File: config.mk
export PLATFORM = sky130hd
export DESIGN_NAME = cdma_lite_regs_flat
export DESIGN_NICKNAME = d
export VERILOG_FILES = /design/src/rtl/cdma_lite_regs_if.sv /design/src/rtl/cdma_lite_regs.sv /design/src/flat_wrapper.sv
export SDC_FILE = /design/constraint.sdc
export NUM_CORES = 1
export LEC_CHECK = 0
export CORE_MARGIN = 8
export CORE_UTILIZATION = 47
export CTS_CLUSTER_SIZE = 14
export DETAILED_ROUTE_END_ITERATION = 10
export GPL_ROUTABILITY_DRIVEN = 0
export PLACE_DENSITY = 0.81
export SLEW_MARGIN = 20
export SYNTH_ARGS = -nofsm -noshare
export SYNTH_HDL_FRONTEND = slang
export SYNTH_SLANG_ARGS = --single-unit
export TNS_END_PERCENT = 10
File: constraint.sdc
create_clock -name clk -period 2 [get_ports clk]
set_clock_uncertainty 0.05 [all_clocks]
set_input_delay 0.3 -clock clk [delete_from_list [all_inputs] [get_ports clk]]
set_output_delay 0.3 -clock clk [all_outputs]
set_load 0.01 [all_outputs]
File: src/rtl/cdma_lite_regs_if.sv
`default_nettype none
// +----------------------------------------------------------------------+
// | Module : cdma_lite_regs_if                                           |
// | Brief  : AXI4-Lite bus bundle between the DMA config master and the  |
// |          CDMA-compatible register block.                             |
// | Rev    : 1.0  initial release                                        |
// +----------------------------------------------------------------------+
interface cdma_lite_regs_if #(
  parameter int ADDR_W = 10,
  parameter int DATA_W = 32
);
  logic [ADDR_W-1:0] awaddr;
  logic              awvalid;
  logic              awready;
  logic [DATA_W-1:0] wdata;
  logic              wvalid;
  logic              wready;
  logic [1:0]        bresp;
  logic              bvalid;
  logic              bready;
  logic [ADDR_W-1:0] araddr;
  logic              arvalid;
  logic              arready;
  logic [DATA_W-1:0] rdata;
  logic [1:0]        rresp;
  logic              rvalid;
  logic              rready;

  modport master (
    output awaddr, awvalid, wdata, wvalid, bready, araddr, arvalid, rready,
    input  awready, wready, bresp, bvalid, arready, rdata, rresp, rvalid
  );

  modport slave (
    input  awaddr, awvalid, wdata, wvalid, bready, araddr, arvalid, rready,
    output awready, wready, bresp, bvalid, arready, rdata, rresp, rvalid
  );
endinterface
`default_nettype wire

File: src/rtl/cdma_lite_regs.sv
`default_nettype none
// +----------------------------------------------------------------------+
// | Module : cdma_lite_regs                                              |
// | Brief  : AXI4-Lite responder with CDMA-style CR/SR/SA/DA/BTT regs;   |
// |          a BTT write launches the local copy engine.                 |
// | Rev    : 1.0  initial release                                        |
// +----------------------------------------------------------------------+
module cdma_lite_regs #(
  parameter int ADDR_W = 10,
  parameter int DATA_W = 32,
  parameter int BTT_W  = 26
) (
  input  wire                 clk,
  input  wire                 rst_n,
  cdma_lite_regs_if.slave     s_axi,
  output logic                xfer_start,
  output logic [DATA_W-1:0]   xfer_src,
  output logic [DATA_W-1:0]   xfer_dst,
  output logic [BTT_W-1:0]    xfer_len,
  input  wire                 xfer_done,
  input  wire                 xfer_err,
  output logic                irq
);

  localparam logic [1:0]        c_OKAY    = 2'b00;
  localparam logic [1:0]        c_SLVERR  = 2'b10;
  localparam logic [2:0]        c_SEL_CR  = 3'd0;
  localparam logic [2:0]        c_SEL_SR  = 3'd1;
  localparam logic [2:0]        c_SEL_SA  = 3'd2;
  localparam logic [2:0]        c_SEL_DA  = 3'd3;
  localparam logic [2:0]        c_SEL_BTT = 3'd4;
  localparam logic [2:0]        c_SEL_NONE = 3'd7;
  localparam logic [ADDR_W-3:0] c_IDX_CR  = (ADDR_W-2)'(8'h00);
  localparam logic [ADDR_W-3:0] c_IDX_SR  = (ADDR_W-2)'(8'h01);
  localparam logic [ADDR_W-3:0] c_IDX_SA  = (ADDR_W-2)'(8'h06);
  localparam logic [ADDR_W-3:0] c_IDX_DA  = (ADDR_W-2)'(8'h08);
  localparam logic [ADDR_W-3:0] c_IDX_BTT = (ADDR_W-2)'(8'h0A);

  typedef enum logic [0:0] {WIDLE = 1'b0, WRESP = 1'b1} wstate_e;
  typedef enum logic [0:0] {RIDLE = 1'b0, RDATA = 1'b1} rstate_e;

  wstate_e             r_wstate, w_wstate_nxt;
  rstate_e             r_rstate, w_rstate_nxt;
  logic                w_wr_en, w_rd_en;
  logic [1:0]          w_wr_resp, w_rd_resp;
  logic [DATA_W-1:0]   w_rd_data;
  logic                w_cr_wr, w_sr_wr, w_sa_wr, w_da_wr, w_btt_wr;
  logic                w_launch, w_soft_rst, w_fin;
  logic [DATA_W-1:0]   r_sa, r_da, r_rdata;
  logic [BTT_W-1:0]    r_btt;
  logic                r_irq_en, r_done, r_err, r_busy, r_irq, r_xfer_start;
  logic [1:0]          r_bresp, r_rresp;
  logic                w_unused_addr_bits;

  // Byte-address low bits carry no meaning for word registers.
  assign w_unused_addr_bits = &{1'b0, s_axi.awaddr[1:0], s_axi.araddr[1:0]};

  function automatic logic [2:0] f_decode(input logic [ADDR_W-3:0] idx);
    case (idx)
      c_IDX_CR:  return c_SEL_CR;
      c_IDX_SR:  return c_SEL_SR;
      c_IDX_SA:  return c_SEL_SA;
      c_IDX_DA:  return c_SEL_DA;
      c_IDX_BTT: return c_SEL_BTT;
      default:   return c_SEL_NONE;
    endcase
  endfunction

  // Write channel state register.
  always_ff @(posedge clk or negedge rst_n) begin
    if (!rst_n) r_wstate <= WIDLE;
    else        r_wstate <= w_wstate_nxt;
  end

  // Write FSM: AW and W are only ever taken together, one response at a time.
  always_comb begin
    w_wstate_nxt = r_wstate;
    w_wr_en      = 1'b0;
    case (r_wstate)
      WIDLE: if (s_axi.awvalid && s_axi.wvalid) begin
        w_wr_en      = 1'b1;
        w_wstate_nxt = WRESP;
      end
      WRESP: if (s_axi.bready) w_wstate_nxt = WIDLE;
      default: w_wstate_nxt = WIDLE;
    endcase
  end

  assign s_axi.awready = w_wr_en;
  assign s_axi.wready  = w_wr_en;
  assign s_axi.bvalid  = (r_wstate == WRESP);
  assign s_axi.bresp   = r_bresp;

  // Write decode: which register is hit, the response, and launch/soft-reset qualifiers.
  always_comb begin
    w_wr_resp  = c_OKAY;
    w_cr_wr    = 1'b0;
    w_sr_wr    = 1'b0;
    w_sa_wr    = 1'b0;
    w_da_wr    = 1'b0;
    w_btt_wr   = 1'b0;
    w_launch   = 1'b0;
    w_soft_rst = 1'b0;
    if (w_wr_en) begin
      case (f_decode(s_axi.awaddr[ADDR_W-1:2]))
        c_SEL_CR: begin
          w_cr_wr    = 1'b1;
          w_soft_rst = s_axi.wdata[2] & ~r_busy;
        end
        c_SEL_SR: w_sr_wr = 1'b1;
        c_SEL_SA: w_sa_wr = 1'b1;
        c_SEL_DA: w_da_wr = 1'b1;
        c_SEL_BTT: begin
          if (r_busy) begin
            w_wr_resp = c_SLVERR;
          end else begin
            w_btt_wr = 1'b1;
            w_launch = |s_axi.wdata[BTT_W-1:0];
          end
        end
        default: w_wr_resp = c_SLVERR;
      endcase
    end
  end

  // Engine completion only counts while a transfer is outstanding.
  assign w_fin = r_busy & (xfer_done | xfer_err);

  // Configuration registers and write response capture.
  always_ff @(posedge clk or negedge rst_n) begin
    if (!rst_n) begin
      r_sa     <= '0;
      r_da     <= '0;
      r_btt    <= '0;
      r_irq_en <= 1'b0;
      r_bresp  <= c_OKAY;
    end else begin
      if (w_wr_en) r_bresp <= w_wr_resp;
      if (w_soft_rst) begin
        r_sa     <= '0;
        r_da     <= '0;
        r_btt    <= '0;
        r_irq_en <= 1'b0;
      end else begin
        if (w_cr_wr)  r_irq_en <= s_axi.wdata[0];
        if (w_sa_wr)  r_sa     <= s_axi.wdata;
        if (w_da_wr)  r_da     <= s_axi.wdata;
        if (w_btt_wr) r_btt    <= s_axi.wdata[BTT_W-1:0];
      end
    end
  end

  // Busy/flag tracking, launch pulse and registered interrupt; a flag set wins over W1C.
  always_ff @(posedge clk or negedge rst_n) begin
    if (!rst_n) begin
      r_busy       <= 1'b0;
      r_done       <= 1'b0;
      r_err        <= 1'b0;
      r_irq        <= 1'b0;
      r_xfer_start <= 1'b0;
    end else begin
      r_xfer_start <= w_launch;
      r_busy       <= w_launch | (r_busy & ~w_fin);
      r_irq        <= r_irq_en & (r_done | r_err);
      if (w_soft_rst) begin
        r_done <= 1'b0;
        r_err  <= 1'b0;
      end else begin
        r_done <= (r_done & ~(w_sr_wr & s_axi.wdata[12])) | (w_fin & xfer_done);
        r_err  <= (r_err  & ~(w_sr_wr & s_axi.wdata[14])) | (w_fin & xfer_err);
      end
    end
  end

  // Read channel state register.
  always_ff @(posedge clk or negedge rst_n) begin
    if (!rst_n) r_rstate <= RIDLE;
    else        r_rstate <= w_rstate_nxt;
  end

  // Read FSM: accept an address whenever idle, hold data until the master takes it.
  always_comb begin
    w_rstate_nxt = r_rstate;
    w_rd_en      = 1'b0;
    case (r_rstate)
      RIDLE: if (s_axi.arvalid) begin
        w_rd_en      = 1'b1;
        w_rstate_nxt = RDATA;
      end
      RDATA: if (s_axi.rready) w_rstate_nxt = RIDLE;
      default: w_rstate_nxt = RIDLE;
    endcase
  end

  // Read data mux built from pre-edge register state.
  always_comb begin
    w_rd_data = '0;
    w_rd_resp = c_OKAY;
    case (f_decode(s_axi.araddr[ADDR_W-1:2]))
      c_SEL_CR:  w_rd_data[0] = r_irq_en;
      c_SEL_SR: begin
        w_rd_data[1]  = ~r_busy;
        w_rd_data[12] = r_done;
        w_rd_data[14] = r_err;
      end
      c_SEL_SA:  w_rd_data = r_sa;
      c_SEL_DA:  w_rd_data = r_da;
      c_SEL_BTT: w_rd_data[BTT_W-1:0] = r_btt;
      default:   w_rd_resp = c_SLVERR;
    endcase
  end

  // Capture read data and response on the address handshake.
  always_ff @(posedge clk or negedge rst_n) begin
    if (!rst_n) begin
      r_rdata <= '0;
      r_rresp <= c_OKAY;
    end else if (w_rd_en) begin
      r_rdata <= w_rd_data;
      r_rresp <= w_rd_resp;
    end
  end

  assign s_axi.arready = (r_rstate == RIDLE);
  assign s_axi.rvalid  = (r_rstate == RDATA);
  assign s_axi.rdata   = r_rdata;
  assign s_axi.rresp   = r_rresp;

  assign xfer_start = r_xfer_start;
  assign xfer_src   = r_sa;
  assign xfer_dst   = r_da;
  assign xfer_len   = r_btt;
  assign irq        = r_irq;

endmodule
`default_nettype wire

File: src/flat_wrapper.sv
// flat-port wrapper written by rule: the top's interface ports become plain ports
module cdma_lite_regs_flat 
#(
  parameter int ADDR_W = 10,
  parameter int DATA_W = 32,
  parameter int BTT_W  = 26
)
  (clk, rst_n, xfer_start, xfer_src, xfer_dst, xfer_len, xfer_done, xfer_err, irq, s_axi_awaddr, s_axi_awvalid, s_axi_wdata, s_axi_wvalid, s_axi_bready, s_axi_araddr, s_axi_arvalid, s_axi_rready, s_axi_awready, s_axi_wready, s_axi_bresp, s_axi_bvalid, s_axi_arready, s_axi_rdata, s_axi_rresp, s_axi_rvalid);
  cdma_lite_regs_if #(.ADDR_W(ADDR_W), .DATA_W(DATA_W)) s_axi_i ();
  input  wire clk;
  input  wire rst_n;
  output logic xfer_start;
  output logic [DATA_W-1:0] xfer_src;
  output logic [DATA_W-1:0] xfer_dst;
  output logic [BTT_W-1:0] xfer_len;
  input  wire xfer_done;
  input  wire xfer_err;
  output logic irq;
  input wire logic [$bits(s_axi_i.awaddr)-1:0] s_axi_awaddr;
  input wire logic [$bits(s_axi_i.awvalid)-1:0] s_axi_awvalid;
  input wire logic [$bits(s_axi_i.wdata)-1:0] s_axi_wdata;
  input wire logic [$bits(s_axi_i.wvalid)-1:0] s_axi_wvalid;
  input wire logic [$bits(s_axi_i.bready)-1:0] s_axi_bready;
  input wire logic [$bits(s_axi_i.araddr)-1:0] s_axi_araddr;
  input wire logic [$bits(s_axi_i.arvalid)-1:0] s_axi_arvalid;
  input wire logic [$bits(s_axi_i.rready)-1:0] s_axi_rready;
  output wire logic [$bits(s_axi_i.awready)-1:0] s_axi_awready;
  output wire logic [$bits(s_axi_i.wready)-1:0] s_axi_wready;
  output wire logic [$bits(s_axi_i.bresp)-1:0] s_axi_bresp;
  output wire logic [$bits(s_axi_i.bvalid)-1:0] s_axi_bvalid;
  output wire logic [$bits(s_axi_i.arready)-1:0] s_axi_arready;
  output wire logic [$bits(s_axi_i.rdata)-1:0] s_axi_rdata;
  output wire logic [$bits(s_axi_i.rresp)-1:0] s_axi_rresp;
  output wire logic [$bits(s_axi_i.rvalid)-1:0] s_axi_rvalid;
  assign s_axi_i.awaddr = s_axi_awaddr;
  assign s_axi_i.awvalid = s_axi_awvalid;
  assign s_axi_i.wdata = s_axi_wdata;
  assign s_axi_i.wvalid = s_axi_wvalid;
  assign s_axi_i.bready = s_axi_bready;
  assign s_axi_i.araddr = s_axi_araddr;
  assign s_axi_i.arvalid = s_axi_arvalid;
  assign s_axi_i.rready = s_axi_rready;
  assign s_axi_awready = s_axi_i.awready;
  assign s_axi_wready = s_axi_i.wready;
  assign s_axi_bresp = s_axi_i.bresp;
  assign s_axi_bvalid = s_axi_i.bvalid;
  assign s_axi_arready = s_axi_i.arready;
  assign s_axi_rdata = s_axi_i.rdata;
  assign s_axi_rresp = s_axi_i.rresp;
  assign s_axi_rvalid = s_axi_i.rvalid;
  cdma_lite_regs #(.ADDR_W(ADDR_W), .DATA_W(DATA_W), .BTT_W(BTT_W)) u_core (.clk(clk), .rst_n(rst_n), .s_axi(s_axi_i), .xfer_start(xfer_start), .xfer_src(xfer_src), .xfer_dst(xfer_dst), .xfer_len(xfer_len), .xfer_done(xfer_done), .xfer_err(xfer_err), .irq(irq));
endmodule
---- Yosys cells after proc, flatten, opt, wreduce, memory -nomap -nowiden ----
Index checks and enable logic that the tools add are counted.
word-level totals
  bits in registers ....................... 134
  bits in latches ......................... 0
  bits in writable memories ............... 0
  ROM bits ................................ 0
  word-level logic and storage cells ...... 111
  memories ................................ 0
cells by class
  add/subtract/negate cells ............... 0
  $mul .................................... 0
  div/mod/pow operators ................... 0
  order comparisons ....................... 0
  equal/unequal tests ..................... 16
  shifts and indexed selects .............. 0
  multiplexer cells ....................... 48
  bitwise gates (word level) .............. 21
  reductions and logical operators ........ 12
operators with widths
  operator                                             number
  2-to-1 mux 32 bit                                    4
  2-to-1 mux 26 bit                                    2
  one-hot mux 11 bit (3 select lines)                  1
  equality test 8 x 4 -> 1 bit, second input constant  4
  one-hot mux 10 bit (3 select lines)                  1
  one-hot mux 3 bit (5 select lines)                   2
  2-to-1 mux 1 bit                                     26
  OR reduction 26 bit                                  1
  equality test 8 x 1 -> 1 bit, second input constant  2
  equality test 8 x 3 -> 1 bit, second input constant  2
  zero test 8 bit                                      2
  one-hot mux 1 bit (4 select lines)                   4
  equality test 3 x 2 -> 1 bit, second input constant  4
  one-hot mux 6 bit (2 select lines)                   1
  AND 1 bit                                            10
  nonzero test 2 bit                                   4
  equality test 3 x 1 -> 1 bit, second input constant  2
  equality test 3 bit, second input constant           2
  zero test 3 bit                                      2
  inverter 1 bit                                       6
  bitwise OR 1 bit                                     5
  OR reduction 5 bit                                   1
  2-to-1 mux 2 bit                                     2
  one-hot mux 1 bit (2 select lines)                   2
  other kinds (5)                                      5

---- Longest topological paths before layout ----
Gate-level depths: netlist (run 1).
  word-level depth ........................ 12
  mapped depth ............................ 7
  mapped depth without buffers ............ 5

---- Worst setup path before layout (run 1) ----
No wires, ideal clock.
  path type ............................... register to register
  start point ............................. reg u_core.r_wstate (netlist: u_core.s_axi.bvalid)
  end point ............................... reg u_core.r_da[10] (netlist: u_core.xfer_dst[10])
  setup time .............................. 0.073 ns
  data arrival time ....................... 1.703 ns
  path slack .............................. 0.174 ns
  cell stages (with the launch flop) ...... 8
  buffers on the path ..................... 2
  clock period less this slack ............ 1.826 ns
  cells stage by stage .................... dfrtp_1 nand3b_1 clkinv_1 and4_1 clkbuf_1 clkbuf_1 nand2_1 a21oi_2
on the way
  word-level cells in the longest chain between the ends .. 3
ends and longest elaborated chain
  what                                                     RTL line               source
  from (decl)                                              cdma_lite_regs.sv:42   wstate_e r_wstate, w_wstate_nxt;
  from (signal assigned)                                   cdma_lite_regs.sv:72   else r_wstate <= w_wstate_nxt;
  2-to-1 mux 1 bit (*)                                     cdma_lite_regs.sv:79   case (r_wstate)
  net s_axi_awready                                        flat_wrapper.sv:27     output wire logic [$bits(s_axi_i.awready)-1:0] s_axi_awready;
  2-to-1 mux 1 bit                                         cdma_lite_regs.sv:104  if (w_wr_en) begin
  2-to-1 mux 32 bit or nonzero test 2 bit (tied branches)  -
  to (signal assigned)                                     cdma_lite_regs.sv:147  if (w_da_wr) r_da <= s_axi.wdata;
  to (decl)                                                cdma_lite_regs.sv:49   logic [DATA_W-1:0] r_sa, r_da, r_rdata;
The timed path passes the listed nets; every way through them passes the cells marked *.
A chain may end at the register's enable or synchronous reset.

---- Worst setup path after layout (run 1) ----
  start point ............................. in s_axi_awaddr[2]
  end point ............................... reg u_core.r_sa[13] (netlist: u_core.xfer_src[13])
on the way
  word-level cells in the longest chain between the ends .. 7
ends and longest elaborated chain
  what                                                               RTL line               source
  from (decl)                                                        flat_wrapper.sv:19     input wire logic [$bits(s_axi_i.awaddr)-1:0] s_axi_awaddr;
  equality test 8 x 4 -> 1 bit, or another cell as far along         cdma_lite_regs.sv:59   case (idx)
  one-hot mux 3 bit (5 select lines) (*)                             cdma_lite_regs.sv:59
  2-to-1 mux 3 bit (*)                                               cdma_lite_regs.sv:104
  equality test 3 x 2 -> 1 bit or zero test 3 bit (tied branches)    cdma_lite_regs.sv:105  case (f_decode(s_axi.awaddr[ADDR_W-1:2]))
  2-to-1 mux 1 bit                                                   cdma_lite_regs.sv:105
  2-to-1 mux 1 bit                                                   cdma_lite_regs.sv:104
  nonzero test 2 bit (no line) or 2-to-1 mux 32 bit (tied branches)  -
  to (signal assigned)                                               cdma_lite_regs.sv:146  if (w_sa_wr) r_sa <= s_axi.wdata;
  to (decl)                                                          cdma_lite_regs.sv:49
Mark *: on every way between the ends. The rest lies on a longest branch, timed or not. The select of a mux whose other input is x is not followed.

==> run metrics, run 1 <==
CTS clock-pin slew for the worst setup and hold paths 0.06 ns; data arrival at the endpoint of the critical path 2.20 ns; DRC violation count after routing 0; worst slew slack as a fraction of its limit 64.0%; leakage power 3.90 nW; root cell of the clock tree sky130_fd_sc_hd__clkbuf_16; total placed instance area 8430 um^2; pin count of the biggest net entering global routing 56; Max H-tree Level 4; global routing met3 resource utilization 6.04%; Peak VDD IR 0.000526 V; area of all placed cells without fillers 9240 um^2; final hold violation count 0; number of ports placed on the die boundary 194; global-route met1 utilization 30.2%; GRT overflow 0; number of cells on the worst reg-to-reg path 6; global-route wire length before repair 33500 um; Cell Rows 41; run status completed; area growth from synthesis to final layout 53.3%; vias per inst 5.87; proportion of layout cells with a drive suffix above 1 16.5%; worst path bufs/invs 3; Seq cells post-synth 132; shortest clock period the worst path allows after layout 1.96 ns; Max Fclk 0.510 GHz; path class of the lowest-slack min-delay path in -> reg; floorplan core area 12600 um^2; top cell type's share of synthesized area 54.8%; Crit Reg-Reg Startpoint u_core.r_busy; via count of the first global-routing pass 6161; worst hold path startpoint s_axi_awaddr[8]; largest cells by area after synthesis sky130_fd_sc_hd__dfrtp_1 (55%), sky130_fd_sc_hd__nand2_1 (10%), sky130_fd_sc_hd__a22o_1 (7.7%); PnR worst setup slack 0.0411 ns; worst setup path startpoint s_axi_awaddr[2]; number of max-cap violations 0; PwrDens 724 nW/um^2; worst slew pin tran 0.540 ns; final setup violation count 0; cell type with the largest total area after synthesis sky130_fd_sc_hd__dfrtp_1; number of distinct library cell variants in the gate-level netlist after synthesis 48; wirelength, routed 22200 um; GR peak layer met2; grt met2 use 43.5%; share of the clock period used by the worst path after layout 97.9%; RSZ-0062 raised after global routing false; total via count in the routed design 6007; die span in y 129 um; most frequent cells after synthesis sky130_fd_sc_hd__nand2_1 (167), sky130_fd_sc_hd__dfrtp_1 (132), sky130_fd_sc_hd__a22o_1 (53); Seq/Total Area, Yosys 54.8%; average wire per cell in the routed design 21.7 um; Mapped Cells 607; count of buffers from port buffering 187; worst path required time 2.24 ns; number of logic stages on the critical path including buffering 7; overall track demand over capacity in global routing 25.9%; Synth warnings 0; die footprint 16700 um^2; antenna-violating nets left 0; cts bufs inserted 17; insertion delay to the later sink of the worst-skew pair 0.41 ns; predominant post-synthesis flop cell sky130_fd_sc_hd__dfrtp_1; startpoint-to-endpoint class of the critical path in -> reg; Crit. End Element register; initial standard-cell utilization of the core 48.0%; leading cell type by number of instances after synthesis sky130_fd_sc_hd__nand2_1; kind of cell adding the most delay to the critical path simple AND/OR/NAND/NOR gates; detailed-router iteration count before antenna repair 6; slowest stage cell, crit path sky130_fd_sc_hd__or3_1; Layout Nets 899; number of pins with negative max-slew slack in the final report 0; Max stage delay on crit path 0.45 ns; number of sinks driven by the clock tree 132; Hold Path Cell Cnt 4; number of antenna violations at the first check in global routing 1; TritonCTS clock tree yes; category of the worst setup path launch point input port; largest buffer count on any clock path 2; netlist area before placement 6030 um^2; violation count after the first detailed-routing iteration 577; syn avg cell area 9.93 um^2; Async SR Flop Fraction 100%; die width 129 um; crit path cell chain clkdlybuf4s50_1 -> or3_1 -> nor4_4 -> and3b_2 -> buf_8 -> clkbuf_16 -> a21oi_1; worst slack after detailed placement -0.349 ns; CP max FO 7; HPWL Detailed 15200 um; number of enable-type register cells in the synthesized netlist 0
[power by group]
group / switching [W] / internal, W / total, W / leakage, nW
registers: 0.0000523 / 0.00273 / 0.00278 / 1.83
clock network: 0.00116 / 0.00212 / 0.00328 / 0.297
logic: 0.000307 / 0.000316 / 0.000623 / 1.77
total: 0.00152 / 0.00517 / 0.00669 / 3.90
[path summary, 6_finish.rpt]
| path | slack [ns] | endpoint |
|---|---|---|
| min | 0.31 | u_core.s_axi.bresp[1] |
| min in group asynchronous | 0.37 | u_core.xfer_dst[9] |
| max | 0.04 | u_core.xfer_src[13] |
| max reg2reg | 0.05 | u_core.xfer_src[13] |
| min reg2reg | 0.43 | u_core.s_axi.rdata[5] |
| max in group asynchronous | 0.90 | u_core.xfer_dst[28] |
[layout make-up]
type	count	area (um^2)
Clock inverter	12	179
Tap cell	172	215
Antenna cell	1	2.50
Sequential cell	132	3300
Clock buffer	20	447
Fill cell	861	3320
Inverter	6	22.5
Multi-Input combinational cell	421	2410
Timing Repair Buffer	260	2660
[per-stage QoR]
step	util, %	power [W]	instances	hold WS (ns)	setup TNS [ns]
floorplan	-	0.00299	608	-0.0456	0
global route	73.5	0.00689	1024	0.324	0
CTS	72.1	0.00671	1014	0.386	0
global placement	67.0	0.00343	980	0.243	-32.96
finish	73.5	0.00669	1024	0.307	0
detailed placement	67.0	0.00344	980	0.248	-36.90
[metal layers]
metal | vias to the layer above | part of all wire [%]
met5 | - | 0
met4 | 0 | 3.9
met3 | 62 | 9.5
met2 | 357 | 50
met1 | 2982 | 37
li1 | 2606 | -
[cells by family after synthesis]
family	after synthesis	synth area share, %
muxes	1	0.166
other	1	0.0622
xor gates and xnor gates	1	0.145
DFF	132	54.8
AOI/OAI and AO/OA	203	23.3
buffers and inverters	55	5.46
and+or+nand+nor	214	16.1
[timing repair]
item / 4_1_cts / 5_1_grt
resized for setup: 2 / 10
hold buffers: 1 / 0
buffers inserted: 1 / 4
setup endpoints to repair: 2 / 20
pin swaps: 0 / 3
endpoints found under the hold margin: 53 / 0
cloned: 0 / 5
[placed cells by master, fill, tap and decap left out, types with 3 or more instances in the layout]
cell type	netlist	layout
sky130_fd_sc_hd__clkinvlp_4	0	3
sky130_fd_sc_hd__o21ai_0	35	34
sky130_fd_sc_hd__buf_12	3	11
sky130_fd_sc_hd__buf_6	5	3
sky130_fd_sc_hd__bufinv_16	0	4
sky130_fd_sc_hd__nand4_1	3	3
sky130_fd_sc_hd__clkdlybuf4s50_1	0	180
sky130_fd_sc_hd__a22oi_1	31	31
sky130_fd_sc_hd__dfrtp_1	132	132
sky130_fd_sc_hd__dlymetal6s2s_1	0	4
sky130_fd_sc_hd__nor4_1	7	7
sky130_fd_sc_hd__a21oi_1	48	47
sky130_fd_sc_hd__nor2_1	7	7
sky130_fd_sc_hd__a21oi_2	22	23
sky130_fd_sc_hd__nand3_1	4	4
sky130_fd_sc_hd__a22o_1	53	53
sky130_fd_sc_hd__buf_4	4	53
sky130_fd_sc_hd__o2bb2ai_1	3	3
sky130_fd_sc_hd__inv_1	5	5
sky130_fd_sc_hd__o21ai_1	6	6
sky130_fd_sc_hd__nand2_1	167	167
sky130_fd_sc_hd__clkbuf_16	0	21
[worst reg2reg max path, stage by stage, from the launching register on]
cell and delay, ns:
sky130_fd_sc_hd__dfrtp_1 0.39, sky130_fd_sc_hd__or3_1 0.38, sky130_fd_sc_hd__nor4_4 0.33, sky130_fd_sc_hd__and3b_2 0.30
sky130_fd_sc_hd__buf_8 0.16, sky130_fd_sc_hd__clkbuf_16 0.17, sky130_fd_sc_hd__a21oi_1 0.05
[state kept, by name, indices dropped and copies added (netlist names)]
register             cells
u_core.s_axi.bresp       1
u_core.s_axi.rvalid      1
u_core.xfer_len         26
u_core.r_irq_en          1
u_core.r_done            1
u_core.r_busy            1
u_core.s_axi.bvalid      1
u_core.irq               1
u_core.xfer_start        1
u_core.s_axi.rresp       1
u_core.xfer_src         32
u_core.xfer_dst         32
u_core.s_axi.rdata      32
u_core.r_err             1
No activity file was read; power rests on OpenSTA's default activity.
==> run 2: changes to the inputs <==
Settings changed: GPL_TIMING_DRIVEN set to 0.
==> run metrics, run 2 (synthesis results as in run 1) <==
Cell Rows 41; pin count of the biggest net entering global routing 106; number of ports placed on the die boundary 194; utilization of the core after routing 70.8%; number of antenna violations at the first check in global routing 0; global-route wire length before repair 33400 um; number of sinks driven by the clock tree 132; Max Fclk 0.501 GHz; count of buffers from port buffering 186; most common cell after layout, fill and taps aside sky130_fd_sc_hd__clkdlybuf4s50_1; slowest stage cell, crit path sky130_fd_sc_hd__or4_4; GRT overflow 0; RSZ-0062 raised after global routing true; final hold violation count 0; cts bufs inserted 17; DRC violation count after routing 0; average wire per cell in the routed design 21.7 um; Crit. End Element register; CP max FO 10; die footprint 16700 um^2; run status completed; wirelength, routed 21700 um; total via count in the routed design 5897; via count of the first global-routing pass 5957; data arrival at the endpoint of the critical path 2.25 ns; top library cells by usage in the layout, fill and taps aside sky130_fd_sc_hd__clkdlybuf4s50_1 (178), sky130_fd_sc_hd__nand2_1 (167), sky130_fd_sc_hd__dfrtp_1 (132); violation count after the first detailed-routing iteration 655; Ant. Diodes 0; vias per inst 5.88; number of pins with negative max-slew slack in the final report 0; leakage power 3.70 nW; floorplan core area 12600 um^2; kind of cell adding the most delay to the critical path simple AND/OR/NAND/NOR gates; Max H-tree Level 4; proportion of layout cells with a drive suffix above 1 14.0%; total placed instance area 8140 um^2; Max stage delay on crit path 0.56 ns; worst hold margin 0.261 ns; CTS clock-pin slew for the worst setup and hold paths 0.06 ns; antenna-violating nets left 0; crit path cell chain dlygate4sd2_1 -> or4_4 -> nor4_4 -> and3b_1 -> buf_6 -> buf_12 -> buf_12 -> a21oi_2; final setup violation count 0; area of all placed cells without fillers 8900 um^2; number of max-cap violations 0; root cell of the clock tree sky130_fd_sc_hd__clkbuf_16; path class of the lowest-slack min-delay path in -> async; shortest clock period the worst path allows after layout 1.99 ns; worst path bufs/invs 4; cell repeated most along the worst path sky130_fd_sc_hd__buf_12; die span in y 129 um; startpoint-to-endpoint class of the critical path in -> reg; TritonCTS clock tree yes; Layout Nets 879; worst slew pin tran 0.615 ns; worst slew slack as a fraction of its limit 59.0%; overall track demand over capacity in global routing 26.4%; HPWL Detailed 15400 um; initial standard-cell utilization of the core 48.0%; Peak VDD IR 0.000593 V; worst path required time 2.25 ns; detailed-router iteration count before antenna repair 5; die width 129 um; largest buffer count on any clock path 2; category of the worst setup path launch point input port; share of the clock period used by the worst path after layout 99.7%; insertion delay to the later sink of the worst-skew pair 0.42 ns; PwrDens 764 nW/um^2; area growth from synthesis to final layout 47.6%
## run 2: cell count changes in the layout (fill, tap and decap cells not counted), sizes merged, moves of 2 or more
| cell | delta |
|---|---|
| buf | -43 |
| clkbuf | +23 |
| dlygate4sd2 | +4 |
| dlymetal6s2s | -4 |
| clkdlybuf4s50 | -2 |
| clkinv | +2 |
## run 2: worst reg2reg max path, cell delays in order (launching register included)
cell,delay [ns]
sky130_fd_sc_hd__dfrtp_1,0.39
sky130_fd_sc_hd__nand3b_1,0.20
sky130_fd_sc_hd__buf_4,0.18
sky130_fd_sc_hd__nor4_4,0.33
sky130_fd_sc_hd__and3b_1,0.24
sky130_fd_sc_hd__buf_6,0.13
sky130_fd_sc_hd__buf_12,0.14
sky130_fd_sc_hd__buf_12,0.15
sky130_fd_sc_hd__a21oi_2,0.04
## run 2: routing by layer
| layer | routed length, um | GRT usage, % |
|---|---|---|
| met5 | 0 | 0 |
| met4 | 823 | 14.2 |
| met1 | 8630 | 32.8 |
| met3 | 2000 | 6.86 |
| met2 | 10300 | 41.6 |
## run 2: what timing repair did
action | in CTS | in global routing
endpoints found under the setup margin | 117 | 110
hold buffers | 1 | 0
setup buffers | 3 | 2
endpoints found under the hold margin | 27 | 0
pin swaps | 3 | 3
gates resized for setup | 25 | 24
## run 2: final timing paths
path | slack (ns) | from | end | cells past startpoint
max | 0.005 | s_axi_awaddr[6] | u_core.r_err | 8
min | 0.26 | rst_n | u_core.s_axi.rdata[9] | 2
max reg2reg | 0.03 | u_core.s_axi.bvalid | u_core.r_err | 8
min reg2reg | 0.43 | u_core.s_axi.rdata[27] | u_core.s_axi.rdata[27] | 2
max in group asynchronous | 0.87 | rst_n | u_core.xfer_dst[1] | 3
min in group clk | 0.30 | s_axi_araddr[5] | u_core.s_axi.rresp[1] | 4
## run 2: power by group
part / total [W] / leakage [nW] / switching [W] / internal, W
registers: 0.00278 / 1.83 / 0.0000513 / 0.00273
logic: 0.000580 / 1.56 / 0.000303 / 0.000277
clock network: 0.00343 / 0.313 / 0.00119 / 0.00224
## run 2: layout make-up
class / count / area, um^2
clock inverters: 13 / 206
flip-flops and latches: 132 / 3300
repair buffers: 193 / 1930
inverters: 6 / 23.8
fillers: 907 / 3670
plain buffers: 47 / 339
clock buffers: 19 / 443
well taps: 172 / 215
multi-input cells: 421 / 2430
## run 2: through the flow
step / total power, W / setup slack [ns] / std cells / setup TNS [ns]
floorplan: 0.00299 / 0.174 / 608 / 0
global placement: 0.00337 / -4.43 / 966 / -644.76
detailed placement: 0.00339 / -0.685 / 967 / -68.12
CTS: 0.00680 / 0.000553 / 1002 / 0
global route: 0.00698 / -0.0690 / 1003 / -2.61
finish: 0.00679 / 0.00516 / 1003 / 0
==> run 3: changes to the inputs <==
Settings changed: TNS_END_PERCENT 10 to unset.
==> run metrics, run 3 (synthesis results as in run 1) <==
total placed instance area 8140 um^2; initial standard-cell utilization of the core 48.0%; total chip power 0.00681 W; reg2reg end u_core.xfer_len[9]; proportion of layout cells with a drive suffix above 1 14.7%; antenna-violating nets left 0; global routing met3 resource utilization 6.86%; leakage power 3.75 nW; GR peak layer met2; register-to-register setup slack -0.03 ns; number of sinks driven by the clock tree 132; final setup violation count 22; slowest stage cell, crit path sky130_fd_sc_hd__dfrtp_1; cts bufs inserted 17; failing checks negative setup slack; via count of the first global-routing pass 5957; total via count in the routed design 5978; share of the clock period used by the worst path after layout 101%; category of the worst setup path launch point register; number of max-cap violations 0; most common cell after layout, fill and taps aside sky130_fd_sc_hd__clkdlybuf4s50_1; number of antenna violations at the first check in global routing 0; CTS clock-pin slew for the worst setup and hold paths 0.06 ns; Crit. End Element register; PnR worst setup slack -0.0279 ns; count of buffers from port buffering 186; TritonCTS clock tree yes; startpoint-to-endpoint class of the critical path reg -> reg; wirelength, routed 22200 um; GRT overflow 0; global-route met1 utilization 32.8%; violation count after the first detailed-routing iteration 651; floorplan core area 12600 um^2; worst slew pin tran 0.622 ns; pin count of the biggest net entering global routing 106; number of pins with negative max-slew slack in the final report 0; run status finished, violations left; area growth from synthesis to final layout 49.4%; global-route wire length before repair 33400 um; root cell of the clock tree sky130_fd_sc_hd__clkbuf_16; number of cells on the worst reg-to-reg path 6; insertion delay to the later sink of the worst-skew pair 0.42 ns; die span in y 129 um; CP max FO 10; Ant. Diodes 0; DRC violation count after routing 0; PwrDens 755 nW/um^2; data arrival at the endpoint of the critical path 2.28 ns; number of ports placed on the die boundary 194; final hold violation count 0; Crit Reg-Reg Startpoint u_core.s_axi.bvalid; utilization of the core after routing 71.7%; worst path required time 2.25 ns; crit path cell chain nand3b_1 -> buf_4 -> nor4_4 -> o21ai_2 -> buf_2 -> a22o_1; Cell Rows 41; overall track demand over capacity in global routing 26.4%; detailed-router iteration count before antenna repair 7; Max stage delay on crit path 0.39 ns; average wire per cell in the routed design 22.1 um; largest buffer count on any clock path 2; die footprint 16700 um^2; grt met2 use 41.6%; shortest clock period the worst path allows after layout 2.03 ns; Peak VDD IR 0.000589 V; top library cells by usage in the layout, fill and taps aside sky130_fd_sc_hd__clkdlybuf4s50_1 (178), sky130_fd_sc_hd__nand2_1 (167), sky130_fd_sc_hd__dfrtp_1 (132); die width 129 um; Layout Nets 883; worst slew slack as a fraction of its limit 58.5%; vias per inst 5.94; Max H-tree Level 4; Max Fclk 0.493 GHz; path class of the lowest-slack min-delay path in -> async; HPWL Detailed 15400 um; area of all placed cells without fillers 9010 um^2
[run 3: layer usage]
layer | up-vias | wire length (um)
met3 | 63 | 2070
met4 | 0 | 850
met1 | 2972 | 8560
li1 | 2578 | -
met5 | - | 0
met2 | 365 | 10700
[run 3: layout make-up]
class	count	area, um^2
flip-flops and latches	132	3300
inverters	6	23.8
clock buffers	19	443
multi-input cells	421	2440
clock inverters	13	206
plain buffers	45	329
fillers	893	3560
repair buffers	199	2050
well taps	172	215
[run 3: timing repair]
| item | in CTS | in global routing |
|---|---|---|
| hold buffers | 1 | 0 |
| resized for setup | 25 | 26 |
| setup endpoints to repair | 117 | 110 |
| cloned | 0 | 3 |
| pin swaps | 3 | 3 |
| setup buffers | 3 | 5 |
| endpoints found under the hold margin | 27 | 0 |
[run 3: worst max path at each step]
stage / from / endpoint / slack, ns / depth (start not counted)
2_1_floorplan: u_core.s_axi.bvalid / u_core.xfer_dst[10] / 0.17 / 7
3_3_place_gp: rst_n / u_core.s_axi.rdata[26] / -4.43 / 1
3_5_place_dp: s_axi_araddr[3] / u_core.s_axi.rdata[24] / -0.69 / 6
4_1_cts: s_axi_araddr[7] / u_core.s_axi.rdata[21] / 0.0006 / 7
5_1_grt: u_core.s_axi.bvalid / u_core.xfer_len[9] / -0.06 / 6
6_report: u_core.s_axi.bvalid / u_core.xfer_len[9] / -0.03 / 6
[run 3: worst max-delay path, delay by kind of cell, from the launching register on]
family	cells	cell delay, ns
and+or+nand+nor	2	0.56
DFF	1	0.39
buffers and inverters	2	0.46
AOI/OAI and AO/OA	2	0.44
[run 3: metrics by stage]
step	cells	setup TNS (ns)	hold slack (ns)	worst slack, ns
3_3_place_gp	966	-644.76	0.413	-4.43
4_1_cts	1002	0	0.261	0.000553
6_report	1007	-0.176	0.261	-0.0279
3_5_place_dp	967	-68.12	0.116	-0.685
5_1_grt	1007	-2.17	0.292	-0.0558
2_1_floorplan	608	0	-0.0456	0.174
[run 3: power by group]
group	internal, W	switching (W)	leakage (nW)
clock network	0.00224	0.00119	0.313
logic	0.000281	0.000308	1.61
registers	0.00273	0.0000517	1.83
